$ cat config.mk
export PLATFORM = sky130hd
export DESIGN_NAME = mini_alu_sequencer_flat
export DESIGN_NICKNAME = d
export VERILOG_FILES = /design/src/rtl/mini_alu_sequencer_if.sv /design/src/rtl/mini_alu_sequencer.sv /design/src/flat_wrapper.sv
export SDC_FILE = /design/constraint.sdc
export NUM_CORES = 1
export LEC_CHECK = 0
export ABC_AREA = 1
export BUFFER_PORTS_ARGS = -buffer_cell sky130_fd_sc_hd__buf_2
export CAP_MARGIN = 20
export CORE_MARGIN = 2
export CORE_UTILIZATION = 51
export DETAILED_ROUTE_END_ITERATION = 10
export GPL_TIMING_DRIVEN = 1
export PLACE_DENSITY = 0.88
export SLEW_MARGIN = 25
export SYNTH_ARGS = -nofsm -noshare
export SYNTH_HDL_FRONTEND = slang
export SYNTH_SLANG_ARGS = --single-unit
$ cat constraint.sdc
create_clock -name clk -period 1.7 [get_ports clk]
set_input_delay 0.425 -clock clk [delete_from_list [all_inputs] [get_ports clk]]
set_output_delay 0.425 -clock clk [all_outputs]
set_load 0.005 [all_outputs]
$ cat src/rtl/mini_alu_sequencer_if.sv
// ALU handshake bundle: operands and opcode out, start/done strobes, result back.
// The sequencer uses the master side and the ALU core uses the slave side.
interface mini_alu_sequencer_if #(
  parameter int OPW = 5
);
  logic [OPW-1:0] alu_a;
  logic [OPW-1:0] alu_b;
  logic [1:0]     alu_op;
  logic           alu_start;
  logic           alu_done;
  logic [9:0]     alu_result;

  modport master (
    output alu_a, alu_b, alu_op, alu_start,
    input  alu_done, alu_result
  );

  modport slave (
    input  alu_a, alu_b, alu_op, alu_start,
    output alu_done, alu_result
  );
endinterface

$ cat src/rtl/mini_alu_sequencer.sv
// Front-panel sequencer: collects A, B and opcode from the switches on key presses,
// runs one ALU transaction with a timeout and shows the result on the LEDs.
module mini_alu_sequencer #(
  parameter int OPW     = 5,
  parameter int TIMEOUT = 16
) (
  input  logic                 clk,
  input  logic                 rst,
  input  logic [9:0]           switches,
  input  logic                 key_n,
  mini_alu_sequencer_if.master alu,
  output logic [9:0]           leds,
  output logic [2:0]           stage,
  output logic                 busy
);

  localparam int                CNT_W    = $clog2(TIMEOUT);
  localparam logic [CNT_W-1:0]  CNT_LAST = CNT_W'(TIMEOUT - 1);

  typedef enum logic [2:0] {
    S_LOAD_A  = 3'd0,
    S_LOAD_B  = 3'd1,
    S_LOAD_OP = 3'd2,
    S_ISSUE   = 3'd3,
    S_WAIT    = 3'd4,
    S_SHOW    = 3'd5,
    S_ERR     = 3'd6
  } state_e;

  state_e           state_q;
  logic             key_s1_q, key_s2_q, key_prev_q;
  logic             press_d, press_q;
  logic [OPW-1:0]   a_q, b_q;
  logic [1:0]       op_q;
  logic             start_q;
  logic [9:0]       result_q;
  logic [CNT_W-1:0] cnt_q;

  // Synchronized falling edge of the key, registered so a press lands two edges after capture.
  assign press_d = !key_s2_q && key_prev_q;

  // NOTE: sequential state uses non-blocking assignments so every flop sees pre-edge values.
  always_ff @(posedge clk or posedge rst) begin
    if (rst) begin
      key_s1_q   <= 1'b1;
      key_s2_q   <= 1'b1;
      key_prev_q <= 1'b1;
      press_q    <= 1'b0;
    end else begin
      key_s1_q   <= key_n;
      key_s2_q   <= key_s1_q;
      key_prev_q <= key_s2_q;
      press_q    <= press_d;
    end
  end

  always_ff @(posedge clk or posedge rst) begin
    if (rst) begin
      state_q  <= S_LOAD_A;
      a_q      <= '0;
      b_q      <= '0;
      op_q     <= '0;
      start_q  <= 1'b0;
      result_q <= '0;
      cnt_q    <= '0;
    end else begin
      start_q <= 1'b0;
      case (state_q)
        S_LOAD_A: if (press_q) begin
          a_q     <= switches[OPW-1:0];
          state_q <= S_LOAD_B;
        end
        S_LOAD_B: if (press_q) begin
          b_q     <= switches[OPW-1:0];
          state_q <= S_LOAD_OP;
        end
        S_LOAD_OP: if (press_q) begin
          op_q    <= switches[1:0];
          start_q <= 1'b1;
          state_q <= S_ISSUE;
        end
        S_ISSUE: begin
          cnt_q   <= '0;
          state_q <= S_WAIT;
        end
        S_WAIT: begin
          // A completion on the last allowed cycle still counts as success.
          if (alu.alu_done) begin
            result_q <= alu.alu_result;
            state_q  <= S_SHOW;
          end else if (cnt_q == CNT_LAST) begin
            state_q <= S_ERR;
          end else begin
            cnt_q <= cnt_q + CNT_W'(1);
          end
        end
        S_SHOW, S_ERR: if (press_q) state_q <= S_LOAD_A;
        default: state_q <= S_LOAD_A;
      endcase
    end
  end

  // NOTE: leds gets a default before the case so no path leaves it unassigned (no latch).
  always_comb begin
    leds = switches;
    case (state_q)
      S_ISSUE, S_WAIT: leds = 10'h000;
      S_SHOW:          leds = result_q;
      S_ERR:           leds = 10'h3FF;
      default:         leds = switches;
    endcase
  end

  assign stage         = state_q;
  assign busy          = (state_q == S_ISSUE) || (state_q == S_WAIT);
  assign alu.alu_a     = a_q;
  assign alu.alu_b     = b_q;
  assign alu.alu_op    = op_q;
  assign alu.alu_start = start_q;

endmodule

$ cat src/flat_wrapper.sv
// flat-port wrapper written by rule: the top's interface ports become plain ports
module mini_alu_sequencer_flat 
#(
  parameter int OPW     = 5,
  parameter int TIMEOUT = 16
)
  (clk, rst, switches, key_n, leds, stage, busy, alu_alu_a, alu_alu_b, alu_alu_op, alu_alu_start, alu_alu_done, alu_alu_result);
  mini_alu_sequencer_if #(.OPW(OPW)) alu_i ();
  input  logic clk;
  input  logic rst;
  input  logic [9:0] switches;
  input  logic key_n;
  output logic [9:0] leds;
  output logic [2:0] stage;
  output logic busy;
  output wire logic [$bits(alu_i.alu_a)-1:0] alu_alu_a;
  output wire logic [$bits(alu_i.alu_b)-1:0] alu_alu_b;
  output wire logic [$bits(alu_i.alu_op)-1:0] alu_alu_op;
  output wire logic [$bits(alu_i.alu_start)-1:0] alu_alu_start;
  input wire logic [$bits(alu_i.alu_done)-1:0] alu_alu_done;
  input wire logic [$bits(alu_i.alu_result)-1:0] alu_alu_result;
  assign alu_alu_a = alu_i.alu_a;
  assign alu_alu_b = alu_i.alu_b;
  assign alu_alu_op = alu_i.alu_op;
  assign alu_alu_start = alu_i.alu_start;
  assign alu_i.alu_done = alu_alu_done;
  assign alu_i.alu_result = alu_alu_result;
  mini_alu_sequencer #(.OPW(OPW), .TIMEOUT(TIMEOUT)) u_core (.clk(clk), .rst(rst), .switches(switches), .key_n(key_n), .alu(alu_i), .leds(leds), .stage(stage), .busy(busy));
endmodule
==> results.json <==
{
  "setup_slack_ns": -0.280,
  "setup_viol": 11,
  "crit_family": "simple AND/OR/NAND/NOR gates",
  "clk_pin_slew_ns": 0.10,
  "std_cell_rows": 20,
  "maxClockFrequency_mhz": 505,
  "gp_congestion": 0.867,
  "drt-initial-drc-count": 122,
  "track_usage_pct": 23.4,
  "power.leakage_nw": 1.30,
  "netlist_area_um2": 1690,
  "worst-path-buf-inv": 2,
  "synth_ff_type": "dfrtp_1",
  "htreeDepth": 2,
  "relSlewSlack_pct": 72.9,
  "initial_utilization_pct": 54.4,
  "syn_avg_cell_area_um2": 7.67,
  "worst_slew_pin_slew_ns": 0.406,
  "ys_types": 22,
  "io_buffers": 50,
  "yosysSeqAreaShare_pct": 50.6,
  "place_ws_ns": -0.0144,
  "routed_wl_mm": 4.06,
  "grt_max_degree": 35,
  "critPathMaxFanout": 5,
  "drive_above_1_share_pct": 35.0,
  "ys_ff_latch": 34,
  "status": "complete, but fails checks",
  "ctsLongestPathBuffers": 2,
  "skew_ns": 0.00566,
  "areaGrowthSynthToFinish_pct": 33.3,
  "ant_nets": 0,
  "cts_sinks": 34,
  "min_path_type": "in2async",
  "overflow": 0,
  "drv_cap": 0,
  "p_per_area_nw_per_um2": 1790,
  "fin_crit_sh_pct": 116,
  "path_class": "reg2out",
  "fp.dieH_um": 61.5,
  "die_area_um2": 3790,
  "max_stage_delay_ns": 0.48,
  "r2r_start": "u_core.stage[1]",
  "required_ns": 1.27,
  "final_common_cell": "nand2_1",
  "dp.cells": 320,
  "synth_fp_nets": 245,
  "violations": "setup timing",
  "vias": 1651,
  "nets": 318,
  "crit_path_end_kind": "output pin",
  "grt_antenna_before_repair": 0,
  "synth.yosys.warnings": 0,
  "first_pass_iters": 4,
  "p_total_mw": 4.04,
  "cts_buffers": 5,
  "crit_path_top_delay_cell": "dfrtp_2",
  "core_region_area_um2": 3100,
  "async_flop_share_pct": 100,
  "crit_arrival_ns": 1.55,
  "io-pin-count": 51,
  "clock_latency_ns": 0.34,
  "min_period_ns": 1.98,
  "dieWidth_um": 61.5,
  "cp-startpoint": "u_core.stage[1]",
  "num_antenna_cells": 0,
  "grt_pass1_vias": 1461,
  "wl_per_cell_um": 12.0,
  "path_cells": "nand2_2 -> nor2_4 -> inv_2 -> nand2_4 -> nor2_4 -> nand2_1 -> nand2_1 -> buf_2",
  "rsz0062_at_grt": "true",
  "whs_ns": 0.152,
  "synth_edf_count": 0,
  "final_cells": 338,
  "layout_common_cells": "nand2_1, buf_2, inv_1",
  "synthCells": 220,
  "slew_violations": 0,
  "hpwlAfterDp_mm": 2.79,
  "cts-root-buf": "clkbuf_4",
  "finish.utilization_pct": 72.5,
  "hold_viol": 0,
  "drc": 0,
  "grt_first_pass_wirelength_mm": 6.34,
  "max-vdd-ir-drop_uv": 840,
  "cts_tree": "built",
  "start_kind": "flip-flop",
  "viasPerCell": 4.88
}
[cells in the mapped netlist, drive strengths merged (2+ instances only)]
master  instances  share of area, %
o21ai          17               5.0
dfstp           3               4.7
dfrtp          31                46
nand3          20               5.9
inv            34               7.7
o211ai          2              0.89
a21oi           7               2.1
nand2          85                20
buf             4               1.6
nor2           12               4.0
[sequential cells by signal (all words and copies together), names as in the netlist]
register,count
u_core.alu.alu_a,5
u_core.alu.alu_b,5
u_core.alu.alu_op,2
u_core.alu.alu_start,1
u_core.cnt_q,4
u_core.key_prev_q,1
u_core.key_s1_q,1
u_core.key_s2_q,1
u_core.press_q,1
u_core.result_q,10
u_core.stage,3
[cell families (layout without fill, tap and decap cells)]
logic type                 count (synthesis)  count (layout)  share of synthesized area, %
and+or+nand+nor                          120             121                          31.1
buffers and inverters                     39             112                          9.56
DFF                                       34              34                          50.6
AOI/OAI and AO/OA                         26              26                          8.01
adders and majority gates                  1               1                         0.741
[worst reg2reg max path: cells and delay by family, from the launching register on]
kind / cells / cell delay, ns
AO/OA/AOI/OAI: 1 / 0.28
buffers and inverters: 3 / 0.43
flip-flops: 1 / 0.48
AND/OR/NAND/NOR: 4 / 0.37
[area by class of cell]
cell class                      count  area (µm²)
Clock inverter                      1        5.00
Fill cell                         257         853
Timing Repair Buffer               70         418
Clock buffer                        7        55.1
Inverter                           34         133
Sequential cell                    34         858
Multi-Input combinational cell    148         726
Tap cell                           44        55.1
[path summary, 6_finish.rpt]
check,slack [ns],depth (start not counted),to
worst max-delay path,-0.28,8,leds[9]
min in group clk,0.18,1,u_core.key_s1_q
worst min register to register,0.36,0,u_core.key_s2_q
max in group asynchronous,1.22,3,u_core.key_s1_q
worst min-delay path,0.15,3,u_core.alu.alu_a[1]
worst max register to register,0.09,8,u_core.cnt_q[2]
[per-stage QoR]
step	TNS, ns	cell area (µm²)
after floorplan	0	1690
after global placement	0	2040
after detailed placement	-0.0144	2040
after CTS	-2.54	2190
after global routing	-3.63	2250
final	-2.73	2250
[routing by layer]
metal	GRT usage (%)	part of all wire (%)
met1	29.9	43
met2	37.6	50
met3	3.99	5.0
met4	13.1	2.5
met5	0	0
[power breakdown]
group	internal, mW	switching, mW
logic	0.985	1.20
clock network	0.200	0.258
registers	1.14	0.251
[timing repair]
item,CTS,global route
hold buffers,0,0
pin swaps,11,11
resized for setup,13,8
buffers inserted,5,4
endpoints found under the setup margin,11,11
gates cloned,1,0
No activity file was read; power rests on OpenSTA's default activity.
